<file path="config.mk">
export PLATFORM = sky130hd
export DESIGN_NAME = misc_branch_arbiter
export DESIGN_NICKNAME = d
export VERILOG_FILES = /design/src/rtl/misc_branch_arbiter.sv
export SDC_FILE = /design/constraint.sdc
export NUM_CORES = 1
export LEC_CHECK = 0
export ABC_AREA = 1
export CORE_AREA = 2 2 173 175
export DETAILED_ROUTE_END_ITERATION = 12
export DIE_AREA = 0 0 175 177
export DONT_BUFFER_PORTS = 1
export HOLD_SLACK_MARGIN = 0.1
export PLACE_DENSITY = 0.3
export SYNTH_ARGS = -nofsm -noshare
export SYNTH_HDL_FRONTEND = slang
export SYNTH_SLANG_ARGS = --single-unit
export TNS_END_PERCENT = 100
</file>
<file path="constraint.sdc">
create_clock -name clk -period 3.52 [get_ports clk]
set_input_delay 0.528 -clock clk [delete_from_list [all_inputs] [get_ports clk]]
set_output_delay 0.528 -clock clk [all_outputs]
set_load 0.05 [all_outputs]
</file>
<file path="src/rtl/misc_branch_arbiter.sv">
// Round-robin arbiter sharing one misc_branch pipeline among n_req lanes.
// Each issued request's lane index is queued in an in-order tag FIFO so the result can be routed back to its lane.
module misc_branch_arbiter #(
    parameter int n_req         = 4,
    parameter int payload_width = 64,
    parameter int result_width  = 46,
    parameter int tag_depth     = 4
) (
    input  logic                             clk,
    input  logic                             reset,
    input  logic                             enable,
    input  logic [n_req-1:0]                 req_valid,
    output logic [n_req-1:0]                 req_ready,
    input  logic [n_req*payload_width-1:0]   req_payload,
    output logic                             br_in_valid,
    input  logic                             br_in_ready,
    output logic [payload_width-1:0]         br_in_payload,
    input  logic                             br_out_valid,
    output logic                             br_out_ready,
    input  logic [result_width-1:0]          br_out_result,
    output logic [n_req-1:0]                 resp_valid,
    input  logic [n_req-1:0]                 resp_ready,
    output logic [result_width-1:0]          resp_result,
    output logic [$clog2(tag_depth+1)-1:0]   in_flight,
    output logic                             err
);

    localparam int idw = (n_req > 1) ? $clog2(n_req) : 1;
    localparam int cw  = $clog2(tag_depth + 1);
    localparam int pw  = (tag_depth > 1) ? $clog2(tag_depth) : 1;

    logic [idw-1:0] r_rr_ptr;
    logic           r_lock;
    logic [idw-1:0] r_lock_id;
    logic [idw-1:0] r_tags [tag_depth];
    logic [pw-1:0]  r_wr_ptr;
    logic [pw-1:0]  r_rd_ptr;
    logic [cw-1:0]  r_count;
    logic           r_err;

    logic [idw-1:0] w_grant;
    logic           w_found;
    logic           w_active;
    logic           w_has_room;
    logic           w_accept;
    logic           w_nonempty;
    logic [idw-1:0] w_head;
    logic           w_pop;

    // Lane index base+k, wrapped modulo n_req.
    function automatic logic [idw-1:0] lane_add(input logic [idw-1:0] base, input int k);
        int s;
        s = int'(base) + k;
        if (s >= n_req) s = s - n_req;
        return s[idw-1:0];
    endfunction

    function automatic logic [pw-1:0] ptr_next(input logic [pw-1:0] p);
        return (int'(p) == tag_depth - 1) ? '0 : p + pw'(1);
    endfunction

    always_comb begin
        w_grant = r_lock_id;
        w_found = 1'b0;
        if (!r_lock) begin
            w_grant = '0;
            for (int k = 0; k < n_req; k++) begin
                if (!w_found && req_valid[lane_add(r_rr_ptr, k)]) begin
                    w_grant = lane_add(r_rr_ptr, k);
                    w_found = 1'b1;
                end
            end
        end
    end

    // Room check ignores any same-cycle pop, so resp_ready never reaches req_ready.
    assign w_active    = enable & ~reset;
    assign w_has_room  = r_count < cw'(tag_depth);
    assign br_in_valid = w_active & ((|req_valid) | r_lock) & w_has_room;
    assign w_accept    = br_in_valid & br_in_ready;

    assign w_nonempty   = (r_count != '0);
    assign w_head       = r_tags[r_rd_ptr];
    assign br_out_ready = resp_ready[w_head] & w_nonempty & w_active;
    assign w_pop        = br_out_valid & br_out_ready;

    always_comb begin
        br_in_payload = '0;
        req_ready     = '0;
        resp_valid    = '0;
        for (int i = 0; i < n_req; i++) begin
            if (w_grant == idw'(i)) begin
                br_in_payload = req_payload[i*payload_width +: payload_width];
                req_ready[i]  = w_accept;
            end
            if (w_head == idw'(i)) begin
                resp_valid[i] = br_out_valid & w_nonempty & w_active;
            end
        end
    end

    assign resp_result = br_out_result;
    assign in_flight   = r_count;
    assign err         = r_err;

    always_ff @(posedge clk) begin
        if (w_accept) begin
            r_tags[r_wr_ptr] <= w_grant;
        end
    end

    always_ff @(posedge clk) begin
        if (reset) begin
            r_rr_ptr  <= '0;
            r_lock    <= 1'b0;
            r_lock_id <= '0;
            r_wr_ptr  <= '0;
            r_rd_ptr  <= '0;
            r_count   <= '0;
            r_err     <= 1'b0;
        end else if (enable) begin
            if (w_accept) begin
                r_wr_ptr <= ptr_next(r_wr_ptr);
                r_rr_ptr <= lane_add(w_grant, 1);
                r_lock   <= 1'b0;
            end else if (br_in_valid) begin
                // Stalled grant is pinned so payload stays stable until accepted.
                r_lock    <= 1'b1;
                r_lock_id <= w_grant;
            end
            if (w_pop) begin
                r_rd_ptr <= ptr_next(r_rd_ptr);
            end
            if (w_accept && !w_pop) begin
                r_count <= r_count + cw'(1);
            end else if (!w_accept && w_pop) begin
                r_count <= r_count - cw'(1);
            end
            if ((br_out_valid && !w_nonempty) || (r_lock && !req_valid[r_lock_id])) begin
                r_err <= 1'b1;
            end
        end
    end

endmodule

</file>
==> impl_metrics.json <==
{
  "antenna_found_initial": 1,
  "syn_avg_cell_area_um2": 6.37,
  "ys_seq_area_frac": 0.150,
  "cts_hold_buf": 0,
  "hold_viol_final": 0,
  "hold_path_class": "primary input to register",
  "cts-root-buf": "clkbuf_16",
  "syn_inst": 566,
  "grtUsageTotal": 0.103,
  "arrival_ps": 2880,
  "clkTransAtPathRegs_ps": 60,
  "initial_core_util": 0.123,
  "synth_area_um2": 3600,
  "cp_num_buf_inv": 6,
  "grt_max_degree": 57,
  "synth_area_leaders": "a221oi_1, o31ai_1, nand2_1",
  "design.die.area_um2": 31000,
  "yosys_warnings": 0,
  "cpMostUsedCell": "nand2_2",
  "worst_pin_slew_ps": 623,
  "post-route-period-util": 0.968,
  "rows": 63,
  "dpl-instance-area_um2": 4790,
  "final_cell_area_um2": 5440,
  "worst-setup-path-type": "register to output port",
  "cts_tree": "done",
  "synth-async-reset-ratio": 0,
  "synth_top_area_share": 0.156,
  "path_max_fanout": 18,
  "drcViolationCount": 0,
  "first_pass_iters": 4,
  "fin_skew_ps": 4.55,
  "finalSetupViolCount": 0,
  "period_minus_slack_ps": 3410,
  "io_buffer_count": 0,
  "globalplace.congestion": 0.837,
  "fmax_mhz": 293,
  "max_cap_viol_count": 0,
  "htreeDepth": 1,
  "ant_nets": 0,
  "clock_path_buffers": 2,
  "core_area_um2": 29200,
  "vdd_ir_drop_max_uv": 445,
  "max_stage_delay_ps": 360,
  "total_power_uw": 6020,
  "fillCellCount": 3282,
  "leakagePower_uw": 0.00209,
  "grt_pass1_wl_um": 24800,
  "layout_common_cells": "nand2_1, nor2_1, buf_4",
  "worstPathCellList": "buf_6, nand2_2, nand2_2, nand2_2, nand2_4, nor2_4, nand3_1, nand2_1, inv_1, nand2_2, nand2_4, buf_4, ha_2, inv_6, buf_12, nor2_1, o31ai_2, buf_4",
  "end_kind": "output port",
  "routed-via-count": 4284,
  "finalNonFillerCells": 983,
  "clkSinkCount": 23,
  "syn2layout_area_growth_pct": 50.8,
  "synth-edff-count": 8,
  "detailed_place_hpwl_um": 14600,
  "final_common_cell": "nand2_1",
  "clk_latency_ps": 250,
  "grt_pass1_vias": 4135,
  "die_w_um": 175,
  "critPathRequiredTime_ps": 2990,
  "startpoint_type": "register",
  "tns_ps": 0,
  "multiInputGateArea_um2": 3050,
  "drt-total-wl_um": 19000,
  "synth_seq_cells": 23,
  "synthFlopType": "dfxtp_1",
  "dieHeight_um": 177,
  "syn_nets": 892,
  "cts_buffers": 3,
  "status": "finished, final reports clean",
  "wl_per_cell_um": 19.3,
  "hold_ws_ps": 338,
  "ys_types": 34,
  "synth_top_area_cell": "a221oi_1",
  "finalMaxSlewViolations": 0,
  "power.density_nw_per_um2": 1110,
  "crit_family": "buffers and inverters",
  "fin_nets": 919,
  "seq_area_um2": 546,
  "slew_headroom": 0.584,
  "numPlacedInstances": 967,
  "drive_gt1_frac": 0.417,
  "grt-ovfl-total": 0,
  "crit_path_top_delay_cell": "dfxtp_4",
  "avgViaCountPerCell": 4.36,
  "drtIter0Drc": 114,
  "ioPinCount": 439
}
-- synthesized netlist by cell type (2+ instances only) --
cell type,count
nand3_1,16
nand2_2,13
ha_1,10
nor3_1,6
nor2_4,2
a221oi_1,64
dfxtp_1,15
clkbuf_1,24
a21oi_1,9
o31ai_1,65
nor2_1,86
nand2_4,2
buf_1,6
o21ai_1,2
edfxtp_1,8
inv_1,33
nand3_2,3
buf_4,46
buf_2,11
inv_2,6
o21ai_0,8
nand2_1,119
-- metal layers --
| metal | GRT usage | vias to the layer above | routed length, µm |
|---|---|---|---|
| met4 | 0.0274 | 0 | 435 |
| met1 | 0.125 | 1993 | 7530 |
| met5 | 0 | - | 0 |
| met3 | 0.0191 | 23 | 1410 |
| met2 | 0.186 | 247 | 9600 |
| li1 | - | 2021 | - |
-- flip-flops by register name, indices dropped and copies added, names as in the netlist, named ones only --
register,flops
r_lock,1
r_rd_ptr,2
r_rr_ptr,2
in_flight,3
r_wr_ptr,2
r_tags,8
err,1
r_lock_id,2
-- final timing paths --
| check | startpoint | to | slack [ps] | depth (start not counted) |
|---|---|---|---|---|
| min | reset | err$_SDFFE_PP0P_ | 340 | 1 |
| max reg2reg | in_flight[0]$_SDFFE_PP0P_ | in_flight[2]$_SDFFE_PP0P_ | 970 | 12 |
| min reg2reg | r_rd_ptr[1]$_SDFFE_PP0P_ | r_rd_ptr[1]$_SDFFE_PP0P_ | 540 | 2 |
| max | r_rr_ptr[0]$_SDFFE_PP0P_ | br_in_payload[46] | 110 | 18 |
-- cell families after synthesis --
| family | synth area share |
|---|---|
| AND/OR/NAND/NOR | 0.297 |
| AO/OA/AOI/OAI | 0.324 |
| buffers and inverters | 0.187 |
| flip-flops | 0.150 |
| adder cells (fa/ha/maj) | 0.0403 |
| XOR/XNOR | 0.00243 |
-- worst register-to-register path, cell delays in order, from the launching register on --
cell	delay, ps
dfxtp_1	510
nor2_1	230
nand2_1	90
nand3_1	270
inv_1	170
nand2_1	110
ha_1	180
inv_1	60
fa_1	370
xnor2_1	160
nand2_1	80
o21ai_0	150
a21oi_1	60
-- where the power goes --
| group | internal [µW] | total [µW] | switching (µW) |
|---|---|---|---|
| combinational | 1930 | 5470 | 3540 |
| clock | 154 | 243 | 88.5 |
| sequential | 297 | 316 | 19.2 |
-- area by class of cell --
cell class,instances,share of cell area
multi-input combinational,415,0.562
clock buffer,4,0.0145
timing repair buffer,110,0.204
antenna,1,0.000460
tap,390,0.0898
sequential,23,0.100
inverter,40,0.0290
-- metrics by stage --
stage                util  setup slack (ps)
floorplan               -              61.8
detailed placement  0.164               204
global placement    0.164               212
finish              0.186               112
global route        0.186             -8.67
CTS                 0.168              14.6
-- repair_timing --
action	4_1_cts	5_1_grt
resized for setup	5	66
cloned	1	4
buffers inserted	0	6
endpoints found under the hold margin	0	0
endpoints found under the setup margin	14	64
pin swaps	1	7
No activity file was read; power rests on OpenSTA's default activity.
